**src/rtl/button_cycle_bank_pkg.sv**
```systemverilog
// Shared definitions for the push-button colour/selection counter bank:
// channel FSM encoding, a width helper and the downstream colour indices.
package button_cycle_bank_pkg;

    typedef enum logic [1:0] {
        ST_IDLE     = 2'd0,
        ST_LOCK     = 2'd1,
        ST_WAIT_REL = 2'd2
    } ch_state_e;

    // Bits needed to hold values 0..value-1, never less than one.
    function automatic int clog2(input int value);
        int r;
        r = 0;
        while ((1 << r) < value) begin
            r++;
        end
        return (r < 1) ? 1 : r;
    endfunction

    localparam logic [2:0] COLOUR_WHITE  = 3'd0;
    localparam logic [2:0] COLOUR_RED    = 3'd1;
    localparam logic [2:0] COLOUR_GREEN  = 3'd2;
    localparam logic [2:0] COLOUR_BLUE   = 3'd3;
    localparam logic [2:0] COLOUR_ORANGE = 3'd4;
    localparam logic [2:0] COLOUR_BLACK  = 3'd5;

endpackage

```
**src/rtl/button_cycle_bank_lock_channel.sv**
```systemverilog
// One button channel: synchroniser, press/lockout/release FSM and the
// modulo counter it steps.
module btn_lock_channel
    import button_cycle_bank_pkg::*;
#(
    parameter int CNT_W         = 3,
    parameter int MODULO        = 6,
    parameter int LOCKOUT_TICKS = 200,
    parameter int SYNC_STAGES   = 2
) (
    input  logic             CLK,
    input  logic             RST_N,
    input  logic             tick,
    input  logic             EN,
    input  logic             DIR,
    input  logic             CLR,
    input  logic             btn,
    output logic [CNT_W-1:0] count,
    output logic             press
);

    localparam int               LOCK_W    = clog2(LOCKOUT_TICKS + 1);
    localparam logic [CNT_W-1:0]  CNT_MAX   = CNT_W'(MODULO - 1);
    localparam logic [CNT_W-1:0]  CNT_ONE   = CNT_W'(1);
    localparam logic [LOCK_W-1:0] LOCK_LOAD = LOCK_W'(LOCKOUT_TICKS);
    localparam logic [LOCK_W-1:0] LOCK_ONE  = LOCK_W'(1);

    logic [SYNC_STAGES-1:0] sync_p;
    logic                   btn_s;
    ch_state_e              state_q, state_d;
    logic [LOCK_W-1:0]      lock_q, lock_d;
    logic [CNT_W-1:0]       count_q, count_d;
    logic                   press_q, press_d;

    function automatic logic [CNT_W-1:0] step_count(input logic [CNT_W-1:0] c,
                                                    input logic down);
        if (down) begin
            return (c == '0) ? CNT_MAX : c - CNT_ONE;
        end
        return (c == CNT_MAX) ? '0 : c + CNT_ONE;
    endfunction

    always_ff @(posedge CLK or negedge RST_N) begin
        if (!RST_N) begin
            sync_p <= '0;
        end else begin
            sync_p <= {sync_p[SYNC_STAGES-2:0], btn};
        end
    end

    assign btn_s = sync_p[SYNC_STAGES-1];

    always_ff @(posedge CLK or negedge RST_N) begin
        if (!RST_N) begin
            state_q <= ST_IDLE;
            lock_q  <= '0;
            count_q <= '0;
            press_q <= 1'b0;
        end else begin
            state_q <= state_d;
            lock_q  <= lock_d;
            count_q <= count_d;
            press_q <= press_d;
        end
    end

    always_comb begin
        state_d = state_q;
        lock_d  = lock_q;
        count_d = count_q;
        press_d = 1'b0;
        if (!EN) begin
            // A button already held when enabling must be released first.
            state_d = btn_s ? ST_WAIT_REL : ST_IDLE;
            lock_d  = '0;
        end else begin
            case (state_q)
                ST_IDLE: begin
                    if (btn_s) begin
                        count_d = step_count(count_q, DIR);
                        press_d = 1'b1;
                        lock_d  = LOCK_LOAD;
                        state_d = ST_LOCK;
                    end
                end
                ST_LOCK: begin
                    if (tick) begin
                        lock_d = (lock_q == '0) ? '0 : lock_q - LOCK_ONE;
                        if (lock_q <= LOCK_ONE) begin
                            state_d = btn_s ? ST_WAIT_REL : ST_IDLE;
                        end
                    end
                end
                ST_WAIT_REL: begin
                    if (!btn_s) begin
                        state_d = ST_IDLE;
                    end
                end
                default: state_d = ST_IDLE;
            endcase
        end
        // Clear wins over a same-cycle press, which is still consumed above.
        if (CLR) begin
            count_d = '0;
        end
    end

    assign count = count_q;
    assign press = press_q;

endmodule

```
**src/rtl/button_cycle_bank.sv**
```systemverilog
// Multi-channel push-button front end: shared lockout tick prescaler,
// one lockout channel per button and an all-channels-equal detector.
module button_cycle_bank
    import button_cycle_bank_pkg::*;
#(
    parameter int NUM_CH        = 3,
    parameter int CNT_W         = 3,
    parameter int MODULO        = 6,
    parameter int CLK_HZ        = 100_000_000,
    parameter int TICK_HZ       = 1000,
    parameter int LOCKOUT_TICKS = 200,
    parameter int SYNC_STAGES   = 2
) (
    input  logic                    CLK,
    input  logic                    RST_N,
    input  logic                    EN,
    input  logic                    DIR,
    input  logic                    CLR,
    input  logic [NUM_CH-1:0]       btn,
    output logic [NUM_CH*CNT_W-1:0] count,
    output logic [NUM_CH-1:0]       press,
    output logic                    all_equal,
    output logic [CNT_W-1:0]        all_value
);

    localparam int               DIV      = CLK_HZ / TICK_HZ;
    localparam int               PRE_W    = clog2(DIV);
    localparam logic [PRE_W-1:0] PRE_LAST = PRE_W'(DIV - 1);
    localparam logic [PRE_W-1:0] PRE_ONE  = PRE_W'(1);

    logic [PRE_W-1:0] presc_q;
    logic             tick;

    always_ff @(posedge CLK or negedge RST_N) begin
        if (!RST_N) begin
            presc_q <= '0;
        end else if (presc_q == PRE_LAST) begin
            presc_q <= '0;
        end else begin
            presc_q <= presc_q + PRE_ONE;
        end
    end

    assign tick = (presc_q == PRE_LAST);

    for (genvar i = 0; i < NUM_CH; i++) begin : g_ch
        btn_lock_channel #(
            .CNT_W         (CNT_W),
            .MODULO        (MODULO),
            .LOCKOUT_TICKS (LOCKOUT_TICKS),
            .SYNC_STAGES   (SYNC_STAGES)
        ) u_ch (
            .CLK   (CLK),
            .RST_N (RST_N),
            .tick  (tick),
            .EN    (EN),
            .DIR   (DIR),
            .CLR   (CLR),
            .btn   (btn[i]),
            .count (count[i*CNT_W +: CNT_W]),
            .press (press[i])
        );
    end

    always_comb begin
        all_equal = 1'b1;
        for (int i = 1; i < NUM_CH; i++) begin
            if (count[i*CNT_W +: CNT_W] != count[CNT_W-1:0]) begin
                all_equal = 1'b0;
            end
        end
    end

    assign all_value = count[CNT_W-1:0];

endmodule

```
**config.mk**
```make
export PLATFORM = sky130hd
export DESIGN_NAME = button_cycle_bank
export DESIGN_NICKNAME = d
export VERILOG_FILES = /design/src/rtl/button_cycle_bank_pkg.sv /design/src/rtl/button_cycle_bank_lock_channel.sv /design/src/rtl/button_cycle_bank.sv
export SDC_FILE = /design/constraint.sdc
export NUM_CORES = 1
export LEC_CHECK = 0
export ABC_CLOCK_PERIOD_IN_PS = 4150
export CORE_MARGIN = 3
export CORE_UTILIZATION = 45
export CTS_CLUSTER_DIAMETER = 150
export DETAILED_ROUTE_END_ITERATION = 16
export HOLD_SLACK_MARGIN = 0.03
export PLACE_DENSITY = 0.73
export RECOVER_POWER = 100
export SLEW_MARGIN = 20
export SYNTH_ARGS = -nofsm -noshare
export SYNTH_HDL_FRONTEND = slang
export SYNTH_HIERARCHICAL = 1
export SYNTH_SLANG_ARGS = --single-unit
export TNS_END_PERCENT = 30
```
**constraint.sdc**
```tcl
create_clock -name CLK -period 4.15 [get_ports CLK]
set_input_delay 0.83 -clock CLK [delete_from_list [all_inputs] [get_ports CLK]]
set_output_delay 0.83 -clock CLK [all_outputs]
set_load 0.005 [all_outputs]
```
After elaboration in Yosys (flattened, before gate mapping):

Cells that the tools add are included.

* bits in registers: 65
* memories kept: 0
* ROM bits: 0
* bits in latches: 0
* memory bits (writable): 0

* div/mod/pow operators: 0
* reduce and logical (&&, ||, !) cells: 25
* multiply operators: 0
* order comparisons: 3
* muxes and demuxes: 82
* equal/unequal tests: 27
* $add $sub $neg: 10
* bitwise gates (word level): 0
* shift operators: 0

Operator list (number)
* $mux W8: 12
* $mux W3: 24
* $pmux W8 S2: 3
* $mux W2: 18
* $le A8 B1 Y1 const B: 3
* $logic_not A8 Y1: 3
* $sub A8 B1 Y8 const B: 3
* $mux W1: 21
* $ne A3 B2 Y1 const B: 7
* $pmux W2 S3: 3
* $reduce_and A3 Y1: 6
* $add A17 B1 Y17 const B: 1
* $eq A17 B17 Y1 const B: 1
* $mux W17: 1
* $ne A3 B3 Y1 const B: 5
* $reduce_bool A2 Y1: 7
* $reduce_and A4 Y1: 3
* $add A3 B1 Y3 const B: 3
* $eq A3 B3 Y1 const B: 3
* $logic_not A3 Y1: 3
* $ne A3 B1 Y1 const B: 3
* $sub A3 B1 Y3 const B: 3
* $eq A2 B1 Y1 const B: 3
* $eq A2 B2 Y1 const B: 3
* 2 further kinds: 5

Logic depth before layout (Yosys ltp):

* depth after elaboration: 9
* depth in mapped cells: 8

By module:

Netlist, hierarchy kept.

Modules (own cells, without submodules)
* btn_lock_channel: sequential area each 400.4 µm², area an instance 907.1 µm², times used 3, cells an instance 96
* button_cycle_bank: sequential area each 425.4 µm², area an instance 859.6 µm², times used 1, cells an instance 84

Worst setup path after synthesis:

OpenSTA, ideal clock, no wires.

* kind: reg2reg
* start point: register presc_q[11]
* end point: register g_ch[0].u_ch.lock_q[4]
* stages on the path, launching flop included: 8
* library setup time: 0.095 ns
* arrival time: 2.634 ns
* clock period less this slack: 2.730 ns
* path buffers: 0
* slack: 1.420 ns
* cell sequence: dfrtp_1 -> or4_1 -> or4_4 -> nor4_4 -> mux2i_1 -> o21ai_0 -> nand2b_1 -> o31ai_1

* longest elaborated chain between the ends: 3

RTL lines
* from (decl): line button_cycle_bank.sv:31 `logic [PRE_W-1:0] presc_q;`
* from (signal assigned): line button_cycle_bank.sv:40 `presc_q <= presc_q + PRE_ONE;`
* $eq A17 B17 Y1: line button_cycle_bank.sv:44 `assign tick = (presc_q == PRE_LAST);`
* named net tick: line button_cycle_bank.sv:32 `logic tick;`
* $ne A3 B2 Y1 (no source line)
* $reduce_and A3 Y1 (no source line)
* to (signal assigned): line button_cycle_bank_lock_channel.sv:61 `lock_q <= lock_d;`
* to (decl): line button_cycle_bank_lock_channel.sv:31 `logic [LOCK_W-1:0] lock_q, lock_d;`

The timed path passes the listed nets, and every way through them passes these cells.
A chain may end at the register's enable or synchronous reset.

Worst setup path after layout:

* start point: register presc_q[11]
* end point: register g_ch[1].u_ch.lock_q[4]

* longest elaborated chain between the ends: 3

RTL lines (line)
* $eq A17 B17 Y1: button_cycle_bank.sv:44
* named net tick: button_cycle_bank.sv:32
* $ne A3 B3 Y1 (no source line)
* $reduce_and A3 Y1 (no source line)
* to (signal assigned): button_cycle_bank_lock_channel.sv:61
* to (decl): button_cycle_bank_lock_channel.sv:31

The timed path passes the listed nets, and every way through them passes these cells.

==> impl_metrics.tcl <==
set metrics [dict create \
    ctsHoldBuffers 0 \
    grt_util_all_layers_pct 17.78 \
    synth-edff-count 0 \
    synth.cells.most_frequent "65 x dfrtp_1, 36 x nor2_1, 33 x o21ai_0" \
    grt_pass1_vias 2770 \
    cts_made_buffers 9 \
    synthAdderAreaFrac_pct 4.542 \
    initial_core_util_pct 47.84 \
    drtAntennaViolNets 0 \
    synthFlopType "dfrtp_1" \
    slew_violations 44 \
    cts-root-buf "clkbuf_8" \
    ff_latch_area_mm2 0.001627 \
    violations "capacitance limit, slew limit" \
    cts_resized 0 \
    start_kind "flip-flop" \
    drtIter0Drc 147 \
    synth_most_common_cell "dfrtp_1" \
    syn-cell-area_mm2 0.003581 \
    fin_crit_ns 3.327 \
    path_cells "or4_1 > or4_1 > nor4_4 > clkbuf_1 > mux2i_1 > o21ai_0 > nand2b_1 > o31ai_1" \
    htreeDepth 3 \
    synth_cell_types 43 \
    ys_async_sr_fraction_pct 100.0 \
    synth_compound_area_share_pct 17.92 \
    fmax_mhz 300.6 \
    status "complete, but fails checks" \
    yosys.area_share.simple_pct 24.81 \
    grt_max_degree 44 \
    drive_gt1_share_pct 7.882 \
    synth_area_leaders "dfrtp_1 45%, o21ai_0 4.6%, ha_1 4.5%" \
    path_clk_slew_ns 0.08 \
    synth_top_cell_area_share_pct 45.42 \
    syn_to_final_growth_pct 14.36 \
    die_width_um 95.21 \
    hpwl_um 5045 \
    nFillCells 675 \
    final-setup-viol-count 0 \
    ys_seq_area_share_pct 45.42 \
    worstSetupPathType "reg2reg" \
    cp_data_required_time_ns 4.39 \
    clockBufferDepth 2 \
    port_buffers 23 \
    synthMuxAreaShare_pct 0.8386 \
    worst_hold_path_type "reg2reg" \
    arrival_ns 3.57 \
    fp.dieH_um 95.21 \
    cts_setup_buffers 0 \
    cts.sinks 65 \
    synth_xor_area_share_pct 3.424 \
    multi_input_area_mm2 0.001842 \
    drc_errors 0 \
    yosys_warnings 6 \
    fin_setup_tns_ns 0 \
    grt_pass1_wl_um 12700 \
    path_max_fanout 15 \
    maxSlewHeadroom_pct -53.13 \
    final_hold_viol_count 0 \
    post_dp_cell_area_mm2 0.003908 \
    vias 2880 \
    grt_overflow 0 \
    antenna_found_initial 0 \
    synth_nets 393 \
    dr.pass1.iters 4 \
    syn_inst 372 \
    die-area_mm2 0.009064 \
    core_area_mm2 0.007486 \
    yosys.area.top_type "dfrtp_1" \
    clk_latency_ns 0.34 \
    rrSetupSlack_ns 0.82 \
    post-route-period-util_pct 80.16 \
    cts_tree "done" \
    via_per_inst 5.703 \
    rsz0062_at_grt "false" \
    drt-total-wl_um 7279 \
    worst_ir_drop_vdd_v 0.0001972 \
    worst_path_max_delay_cell "clkbuf_1" \
    num_rows 31 \
    cp_common_cell "or4_1" \
    p_leak_nw 1.827 \
    avgSynthCellArea_um2 9.626 \
    yosys_register_bits 65 \
    max_stage_delay_ns 0.53 \
    fin_area_mm2 0.004095 \
    maxCapViolCount 1 \
    gp_congestion 0.7937 \
    finalNetCount 422 \
    io_pins 24 \
    worst_clock_skew_ns 0.01184 \
    powerDensity_mw_per_mm2 363.2 \
    synth_top_family_by_area "simple AND/OR/NAND/NOR gates" \
    routedWlPerCell_um 14.41 \
    n_antenna_cell 0 \
    tightest_slew_ns 2.297 \
    endpoint_kind "flip-flop" \
]
[worst max-delay path, delay by kind of cell, from the launching register on]
family | cells | cell delay [ns]
buf+inv | 1 | 0.53
simple gates | 4 | 1.29
compound gates | 2 | 0.66
flops | 1 | 0.43
mux | 1 | 0.30
[through the flow]
stage	hold slack [ns]	instances	utilization (%)	power, mW	worst slack (ns)
after floorplan	0.3312	372	-	0.8786	1.420
after global placement	0.3371	489	52.20	0.9586	1.377
after detailed placement	0.3365	489	52.20	0.9647	1.290
after CTS	0.3528	505	54.82	1.511	1.169
after global routing	0.3670	505	54.71	1.571	0.5401
final	0.3506	505	54.71	1.487	0.8235
[final timing paths]
kind	end	from	depth (start not counted)
max	g_ch[1].u_ch/lock_q[4]$_DFFE_PN0P_	presc_q[11]$_DFF_PN0_	8
max reg2reg	g_ch[1].u_ch/lock_q[4]$_DFFE_PN0P_	presc_q[11]$_DFF_PN0_	8
min	g_ch[2].u_ch/sync_p[1]$_DFF_PN0_	g_ch[2].u_ch/sync_p[0]$_DFF_PN0_	0
min in group asynchronous	g_ch[1].u_ch/lock_q[2]$_DFFE_PN0P_	RST_N	1
max in group asynchronous	g_ch[0].u_ch/count[1]$_DFFE_PN0P_	RST_N	1
min reg2reg	g_ch[2].u_ch/sync_p[1]$_DFF_PN0_	g_ch[2].u_ch/sync_p[0]$_DFF_PN0_	0
[cells in the final DEF (no fill, tap or decap), drive strengths merged, types with 5 or more instances in the layout]
cell         count
dfrtp           65
nor2            36
o21ai           36
nor3            25
nand2           20
dlygate4sd3     20
inv             19
or3             13
ha              13
clkbuf          13
a21oi           10
nor2b           10
xnor2            9
nand2b           9
or4              9
nand3            7
o31ai            7
or3b             6
o2bb2ai          6
a211oi           6
xor2             5
[sequential cells by signal (all words and copies together) (netlist names)]
name               flops
g_ch.u_ch/count        9
g_ch.u_ch/lock_q      24
g_ch.u_ch/sync_p       6
presc_q               17
g_ch.u_ch/state_q      6
g_ch.u_ch/press        3
[kinds of logic after synthesis]
logic type / after synthesis
simple gates: 155
compound gates: 96
flops: 65
buf+inv: 26
xor+xnor: 14
fa+ha+maj: 13
mux: 3
[per-layer routing]
layer | track usage, % | vias to the layer above | wire length (µm)
met5 | 0 | - | 0
met4 | 6.010 | 0 | 73
met3 | 5.209 | 6 | 243
met2 | 29.45 | 50 | 3571
met1 | 22.17 | 1402 | 3391
li1 | - | 1422 | -
[final cells by class]
class	count	share of cell area, %
Clock buffer	11	3.452
Clock inverter	5	1.344
Inverter	19	1.742
Multi-Input combinational cell	281	44.97
Sequential cell	65	39.72
Tap cell	99	3.025
Timing Repair Buffer	25	5.744
[power by group]
| part | internal (mW) | total [mW] | switching (mW) |
|---|---|---|---|
| clock network | 0.292 | 0.538 | 0.246 |
| logic | 0.112 | 0.241 | 0.129 |
| registers | 0.666 | 0.709 | 0.0425 |
(Power assumes the default switching activity.)
